`src/rtl/imm_encoder_if.sv`:
```
// Request/response bundle for the immediate encoder: one request channel carrying
// the immediate, format select and base word, and one result channel.
interface imm_encoder_if;
  logic        in_valid;
  logic        in_ready;
  logic [2:0]  in_immsel;
  logic [31:0] in_imm;
  logic [31:0] in_base;
  logic        out_valid;
  logic        out_ready;
  logic [31:0] out_inst;
  logic        out_err;

  modport master (
    output in_valid, in_immsel, in_imm, in_base, out_ready,
    input  in_ready, out_valid, out_inst, out_err
  );

  modport slave (
    input  in_valid, in_immsel, in_imm, in_base, out_ready,
    output in_ready, out_valid, out_inst, out_err
  );
endinterface

```
`src/rtl/imm_encoder.sv`:
```
// Two-stage immediate encoder: scatters an immediate into the selected instruction
// format's bit fields of a base word and flags immediates the format cannot hold.
module imm_encoder #(
  parameter int unsigned CNT_W = 16
) (
  input  logic             clk,
  input  logic             rst,
  imm_encoder_if.slave     bus,
  input  logic             cnt_clr,
  output logic [CNT_W-1:0] enc_count,
  output logic [CNT_W-1:0] err_count
);

  logic [31:0] imm;
  logic [31:0] fld;
  logic [31:0] mask;
  logic        err;
  logic        sext_11;
  logic        sext_12;
  logic        sext_20;

  logic        s1_valid_q;
  logic [31:0] s1_base_q;
  logic [31:0] s1_fld_q;
  logic [31:0] s1_mask_q;
  logic        s1_err_q;

  logic        s2_valid_q;
  logic [31:0] s2_inst_q;
  logic        s2_err_q;

  logic        s1_free;
  logic        s2_free;
  logic        out_hs;

  assign imm = bus.in_imm;

  // True when the upper bits are a pure sign extension of the field's top bit.
  assign sext_11 = (&imm[31:11]) | ~(|imm[31:11]);
  assign sext_12 = (&imm[31:12]) | ~(|imm[31:12]);
  assign sext_20 = (&imm[31:20]) | ~(|imm[31:20]);

  always_comb begin
    fld  = '0;
    mask = '0;
    err  = 1'b0;
    case (bus.in_immsel)
      3'b000: begin
        mask       = 32'hFFF0_0000;
        fld[31:20] = imm[11:0];
        err        = ~sext_11;
      end
      3'b001: begin
        mask       = 32'hFE00_0F80;
        fld[31:25] = imm[11:5];
        fld[11:7]  = imm[4:0];
        err        = ~sext_11;
      end
      3'b010: begin
        mask       = 32'hFE00_0F80;
        fld[31]    = imm[12];
        fld[7]     = imm[11];
        fld[30:25] = imm[10:5];
        fld[11:8]  = imm[4:1];
        err        = imm[0] | ~sext_12;
      end
      3'b011: begin
        mask       = 32'hFFFF_F000;
        fld[31:12] = imm[31:12];
        err        = |imm[11:0];
      end
      3'b100: begin
        mask       = 32'hFFFF_F000;
        fld[31]    = imm[20];
        fld[19:12] = imm[19:12];
        fld[20]    = imm[11];
        fld[30:21] = imm[10:1];
        err        = imm[0] | ~sext_20;
      end
      3'b101: begin
        mask       = 32'h000F_8000;
        fld[19:15] = imm[4:0];
        err        = |imm[31:5];
      end
      default: err = 1'b1;
    endcase
  end

  // A stage may load when empty or when its current contents move on this cycle.
  assign s2_free      = ~s2_valid_q | bus.out_ready;
  assign s1_free      = ~s1_valid_q | s2_free;
  assign out_hs       = s2_valid_q & bus.out_ready;
  assign bus.in_ready = s1_free;

  always_ff @(posedge clk or posedge rst) begin
    if (rst) begin
      s1_valid_q <= 1'b0;
      s1_base_q  <= '0;
      s1_fld_q   <= '0;
      s1_mask_q  <= '0;
      s1_err_q   <= 1'b0;
    end else if (s1_free) begin
      s1_valid_q <= bus.in_valid;
      if (bus.in_valid) begin
        s1_base_q <= bus.in_base;
        s1_fld_q  <= fld;
        s1_mask_q <= mask;
        s1_err_q  <= err;
      end
    end
  end

  always_ff @(posedge clk or posedge rst) begin
    if (rst) begin
      s2_valid_q <= 1'b0;
      s2_inst_q  <= '0;
      s2_err_q   <= 1'b0;
    end else if (s2_free) begin
      s2_valid_q <= s1_valid_q;
      if (s1_valid_q) begin
        s2_inst_q <= (s1_base_q & ~s1_mask_q) | s1_fld_q;
        s2_err_q  <= s1_err_q;
      end
    end
  end

  assign bus.out_valid = s2_valid_q;
  assign bus.out_inst  = s2_inst_q;
  assign bus.out_err   = s2_err_q;

  // Clear takes priority over a coincident handshake.
  always_ff @(posedge clk or posedge rst) begin
    if (rst) begin
      enc_count <= '0;
      err_count <= '0;
    end else if (cnt_clr) begin
      enc_count <= '0;
      err_count <= '0;
    end else if (out_hs) begin
      enc_count <= enc_count + 1'b1;
      if (s2_err_q) begin
        err_count <= err_count + 1'b1;
      end
    end
  end

endmodule

```
`src/flat_wrapper.sv`:
```
// flat-port wrapper written by rule: the top's interface ports become plain ports
module imm_encoder_flat 
#(
  parameter int unsigned CNT_W = 16
)
  (clk, rst, cnt_clr, enc_count, err_count, bus_in_valid, bus_in_immsel, bus_in_imm, bus_in_base, bus_out_ready, bus_in_ready, bus_out_valid, bus_out_inst, bus_out_err);
  imm_encoder_if bus_i ();
  input  logic clk;
  input  logic rst;
  input  logic cnt_clr;
  output logic [CNT_W-1:0] enc_count;
  output logic [CNT_W-1:0] err_count;
  input wire logic [$bits(bus_i.in_valid)-1:0] bus_in_valid;
  input wire logic [$bits(bus_i.in_immsel)-1:0] bus_in_immsel;
  input wire logic [$bits(bus_i.in_imm)-1:0] bus_in_imm;
  input wire logic [$bits(bus_i.in_base)-1:0] bus_in_base;
  input wire logic [$bits(bus_i.out_ready)-1:0] bus_out_ready;
  output wire logic [$bits(bus_i.in_ready)-1:0] bus_in_ready;
  output wire logic [$bits(bus_i.out_valid)-1:0] bus_out_valid;
  output wire logic [$bits(bus_i.out_inst)-1:0] bus_out_inst;
  output wire logic [$bits(bus_i.out_err)-1:0] bus_out_err;
  assign bus_i.in_valid = bus_in_valid;
  assign bus_i.in_immsel = bus_in_immsel;
  assign bus_i.in_imm = bus_in_imm;
  assign bus_i.in_base = bus_in_base;
  assign bus_i.out_ready = bus_out_ready;
  assign bus_in_ready = bus_i.in_ready;
  assign bus_out_valid = bus_i.out_valid;
  assign bus_out_inst = bus_i.out_inst;
  assign bus_out_err = bus_i.out_err;
  imm_encoder #(.CNT_W(CNT_W)) u_core (.clk(clk), .rst(rst), .bus(bus_i), .cnt_clr(cnt_clr), .enc_count(enc_count), .err_count(err_count));
endmodule
```
`config.mk`:
```
export PLATFORM = sky130hd
export DESIGN_NAME = imm_encoder_flat
export DESIGN_NICKNAME = d
export VERILOG_FILES = /design/src/rtl/imm_encoder_if.sv /design/src/rtl/imm_encoder.sv /design/src/flat_wrapper.sv
export SDC_FILE = /design/constraint.sdc
export NUM_CORES = 1
export LEC_CHECK = 0
export ABC_AREA = 1
export CORE_MARGIN = 2
export CORE_UTILIZATION = 34
export DETAILED_ROUTE_END_ITERATION = 8
export GPL_TIMING_DRIVEN = 0
export PLACE_DENSITY_LB_ADDON = 0.05
export SETUP_SLACK_MARGIN = 0.5
export SYNTH_ARGS = -nofsm -noshare
export SYNTH_HDL_FRONTEND = slang
export SYNTH_SLANG_ARGS = --single-unit
export TNS_END_PERCENT = 10
```
`constraint.sdc`:
```
create_clock -name clk -period 11.65 [get_ports clk]
set_input_delay 3.495 -clock clk [delete_from_list [all_inputs] [get_ports clk]]
set_output_delay 3.495 -clock clk [all_outputs]
set_load 0.05 [all_outputs]
```
==> results of run 1 <==
cell families (layout without fill, tap and decap cells):
group	count (synthesis)	count (layout)	share of synthesized area
buf+inv	84	254	0.0547
xor+xnor	2	2	0.00284
flops	130	130	0.527
fa+ha+maj	2	2	0.00405
compound gates	132	132	0.114
simple gates	431	431	0.297
cell type report:
class	instances	area, sq um	share of cell area
clock inverters	14	260	0.0304
inverters	63	241	0.0282
flip-flops and latches	130	3250	0.380
repair buffers	139	1410	0.165
clock buffers	17	425	0.0497
multi-input cells	567	2580	0.302
well taps	229	287	0.0335
plain buffers	21	101	0.0118
power by group through the flow:
| stage | sequential, uW | clock [uW] | combinational [uW] |
|---|---|---|---|
| after global placement | 571 | 0 | 416 |
| after CTS | 565 | 636 | 422 |
| after floorplan | 705 | 0 | 117 |
| final | 564 | 626 | 415 |
| after global routing | 574 | 655 | 449 |
| after detailed placement | 573 | 0 | 421 |
Yosys cell counts (2+ instances only):
library cell / instances / share of area
nor2_2: 4 / 0.0041
nand2_2: 2 / 0.0020
nand3_1: 25 / 0.020
and3_1: 2 / 0.0020
nor2_1: 84 / 0.051
o21ai_1: 5 / 0.0041
nor2_8: 2 / 0.0065
a31oi_1: 4 / 0.0041
xor2_1: 2 / 0.0028
buf_2: 9 / 0.0073
ha_1: 2 / 0.0041
inv_1: 57 / 0.035
nand3_2: 2 / 0.0032
inv_2: 5 / 0.0030
nand4_1: 15 / 0.015
nand2_1: 270 / 0.16
nand2_4: 2 / 0.0036
nor3_1: 15 / 0.012
nor2_4: 3 / 0.0055
or2_2: 2 / 0.0020
a21oi_1: 46 / 0.037
buf_4: 3 / 0.0036
o21ai_0: 67 / 0.054
clkbuf_1: 8 / 0.0049
dfrtp_1: 130 / 0.53
o221ai_1: 5 / 0.0071
flip-flops by register name, indices dropped and copies added, names as in the netlist:
signal	count
u_core.enc_count	16
u_core.err_count	16
u_core.s1_valid_q	1
u_core.bus.out_err	1
u_core.s1_mask_q	5
u_core.bus.out_inst	32
u_core.bus.out_valid	1
u_core.s1_fld_q	25
u_core.s1_base_q	32
u_core.s1_err_q	1
routing by layer:
metal	part of all wire	GRT usage
met4	0.014	0.0579
met3	0.047	0.0401
met2	0.49	0.327
met1	0.45	0.244
met5	0	0
worst min-delay path by stage:
stage,start,end,cells past startpoint
global placement,u_core.s1_base_q[3]$_DFFE_PP0P_,u_core.bus.out_inst[3]$_DFFE_PP0P_,2
CTS,u_core.s1_base_q[3]$_DFFE_PP0P_,u_core.bus.out_inst[3]$_DFFE_PP0P_,2
finish,u_core.s1_base_q[3]$_DFFE_PP0P_,u_core.bus.out_inst[3]$_DFFE_PP0P_,2
detailed placement,u_core.s1_base_q[3]$_DFFE_PP0P_,u_core.bus.out_inst[3]$_DFFE_PP0P_,2
floorplan,u_core.s1_base_q[0]$_DFFE_PP0P_,u_core.bus.out_inst[0]$_DFFE_PP0P_,2
global route,u_core.s1_base_q[4]$_DFFE_PP0P_,u_core.bus.out_inst[4]$_DFFE_PP0P_,2
stage by stage:
| stage | total power [uW] | util | std cells | hold WS, ns |
|---|---|---|---|---|
| 6_report | 1610 | 0.478 | 1180 | 0.466 |
| 5_1_grt | 1680 | 0.478 | 1180 | 0.495 |
| 4_1_cts | 1620 | 0.478 | 1180 | 0.471 |
| 3_5_place_dp | 994 | 0.440 | 1149 | 0.457 |
| 3_3_place_gp | 987 | 0.438 | 1148 | 0.453 |
| 2_1_floorplan | 823 | - | 781 | 0.442 |
worst max-delay path: stages:
cell and delay, ns:
clkdlybuf4s50_1 0.55, inv_1 0.09, nand3_2 0.10, clkdlybuf4s50_1 0.83
==> reports/metrics.yaml, run 1 <==
outcome:
  status: "complete, no violations"
cells_and_area:
  final_area_sq_mm: 0.00856
  final_cell_mix: "nand2_1 (270), clkdlybuf4s50_1 (138), dfrtp_1 (130), nor2_1 (84), o21ai_0 (67)"
  n_antenna_cell: 0
  drive_gt1_frac: 0.0736
  area_growth_pct: 38.6
  num-fill-cells: 1774
  fin_nets: 1013
  final_common_cell: "nand2_1"
timing:
  relSlewSlack: 0.616
  tightest_slew_ns: 0.576
  post-route-period-util: 0.734
  clock_skew_ns: 0.00792
  min_period_ns: 8.56
  drv_slew: 0
  layout_setup_ws_ns: 3.09
  setup-violations-final: 0
  setup_tns_ns: 0
  clock.fmax_ghz: 0.117
  rsz0062_at_grt: "false"
  hold_viol_final: 0
logic_synthesis:
  synth_seq_cells: 130
  syn_inst: 781
  synth_area_per_cell_sq_um: 7.91
  syn_area_sq_mm: 0.00618
  synth_edf_count: 0
  synthDistinctLibCells: 36
  syn_nets: 855
  async_flop_share: 1.00
  synth-main-ff-cell: "dfrtp_1"
  ys.warnings.count: 0
  ys_seq_area_frac: 0.527
cts:
  htreeDepth: 4
  numCtsBuffers: 17
  cts_tree: "built"
  cts_max_path_buffers: 2
  ctsResizeCount: 0
  root_buffer: "clkbuf_16"
  ctsHoldBuffers: 0
  clock_latency_ns: 0.42
  cts_setup_buffers: 0
  clk_pin_slew_worst_paths_ns: 0.06
  clock_sinks: 130
pwr:
  switching_power_uw: 525
  pwr-share-seq: 0.351
  p_clk_frac: 0.390
  switching_share: 0.327
  power.share.combinational: 0.259
  p_per_area_mw_per_mm2: 188
  peakVddDrop_v: 0.000114
  p_leak_uw: 0.00389
  internal-power_uw: 1080
grt:
  grt_max_degree: 82
  grt_overflow: 0
  antenna_found_initial: 0
  grt_pass1_wl_um: 29500
  grt_pass1_vias: 5860
  grtUsageTotal: 0.191
setup_path:
  cp.required_ns: 8.16
  critPathMaxFanout: 3
  start_kind: "input port"
  crit_path_end: "bus_in_ready"
  r2r_slack_ns: 9.98
  r2r-start: "u_core.err_count[1]$_DFFE_PP0P_"
  worstSetupStartpoint: "bus_out_ready"
  cp_data_arrival_time_ns: 5.06
  reg2reg_depth: 8
  regToRegEndpoint: "u_core.err_count[12]$_DFFE_PP0P_"
  cp-end-kind: "primary output"
  worstSetupPathType: "input port to primary output"
route:
  wire_per_inst_um: 15.2
  ant_nets: 0
  via_per_inst: 4.93
  totalWireLength_um: 17900
  drcViolationCount: 0
  drtIter0Drc: 396
  drt_first_pass_iters: 5
  vias: 5820
floorplanning:
  die_y_um: 139
  num_rows: 49
  dieArea_sq_mm: 0.0193
  ioPinCount: 139
  coreArea_sq_mm: 0.0179
  initial_core_util: 0.345
  die-width_um: 139
flow_run:
  cap_violations: 0
placed_design:
  io_buffers: 138
  placed_area_sq_mm: 0.00788
  place_congestion: 0.887
  preCtsSetupSlack_ns: 3.10
  hpwl_um: 13700
min_path:
  hp-class: "flip-flop to flip-flop"
(Power assumes the default switching activity.)
==> run 2: changes to the inputs <==
==> constraint.sdc (replaced) <==
create_clock -name clk -period 7.9 [get_ports clk]
set_input_delay 2.37 -clock clk [delete_from_list [all_inputs] [get_ports clk]]
set_output_delay 2.37 -clock clk [all_outputs]
set_load 0.05 [all_outputs]
==> results of run 2 <==
Same layout as run 1 (identical final DEF). Status: complete, no violations.
Main changes from that run: setup slack after placement 3.10 ns -> 1.60 ns; setup slack after layout 3.09 ns -> 1.59 ns; register-to-register setup slack 9.98 ns -> 6.23 ns; total power 1610 uW -> 2370 uW; worst IR drop on VDD 0.000114 V -> 0.000168 V
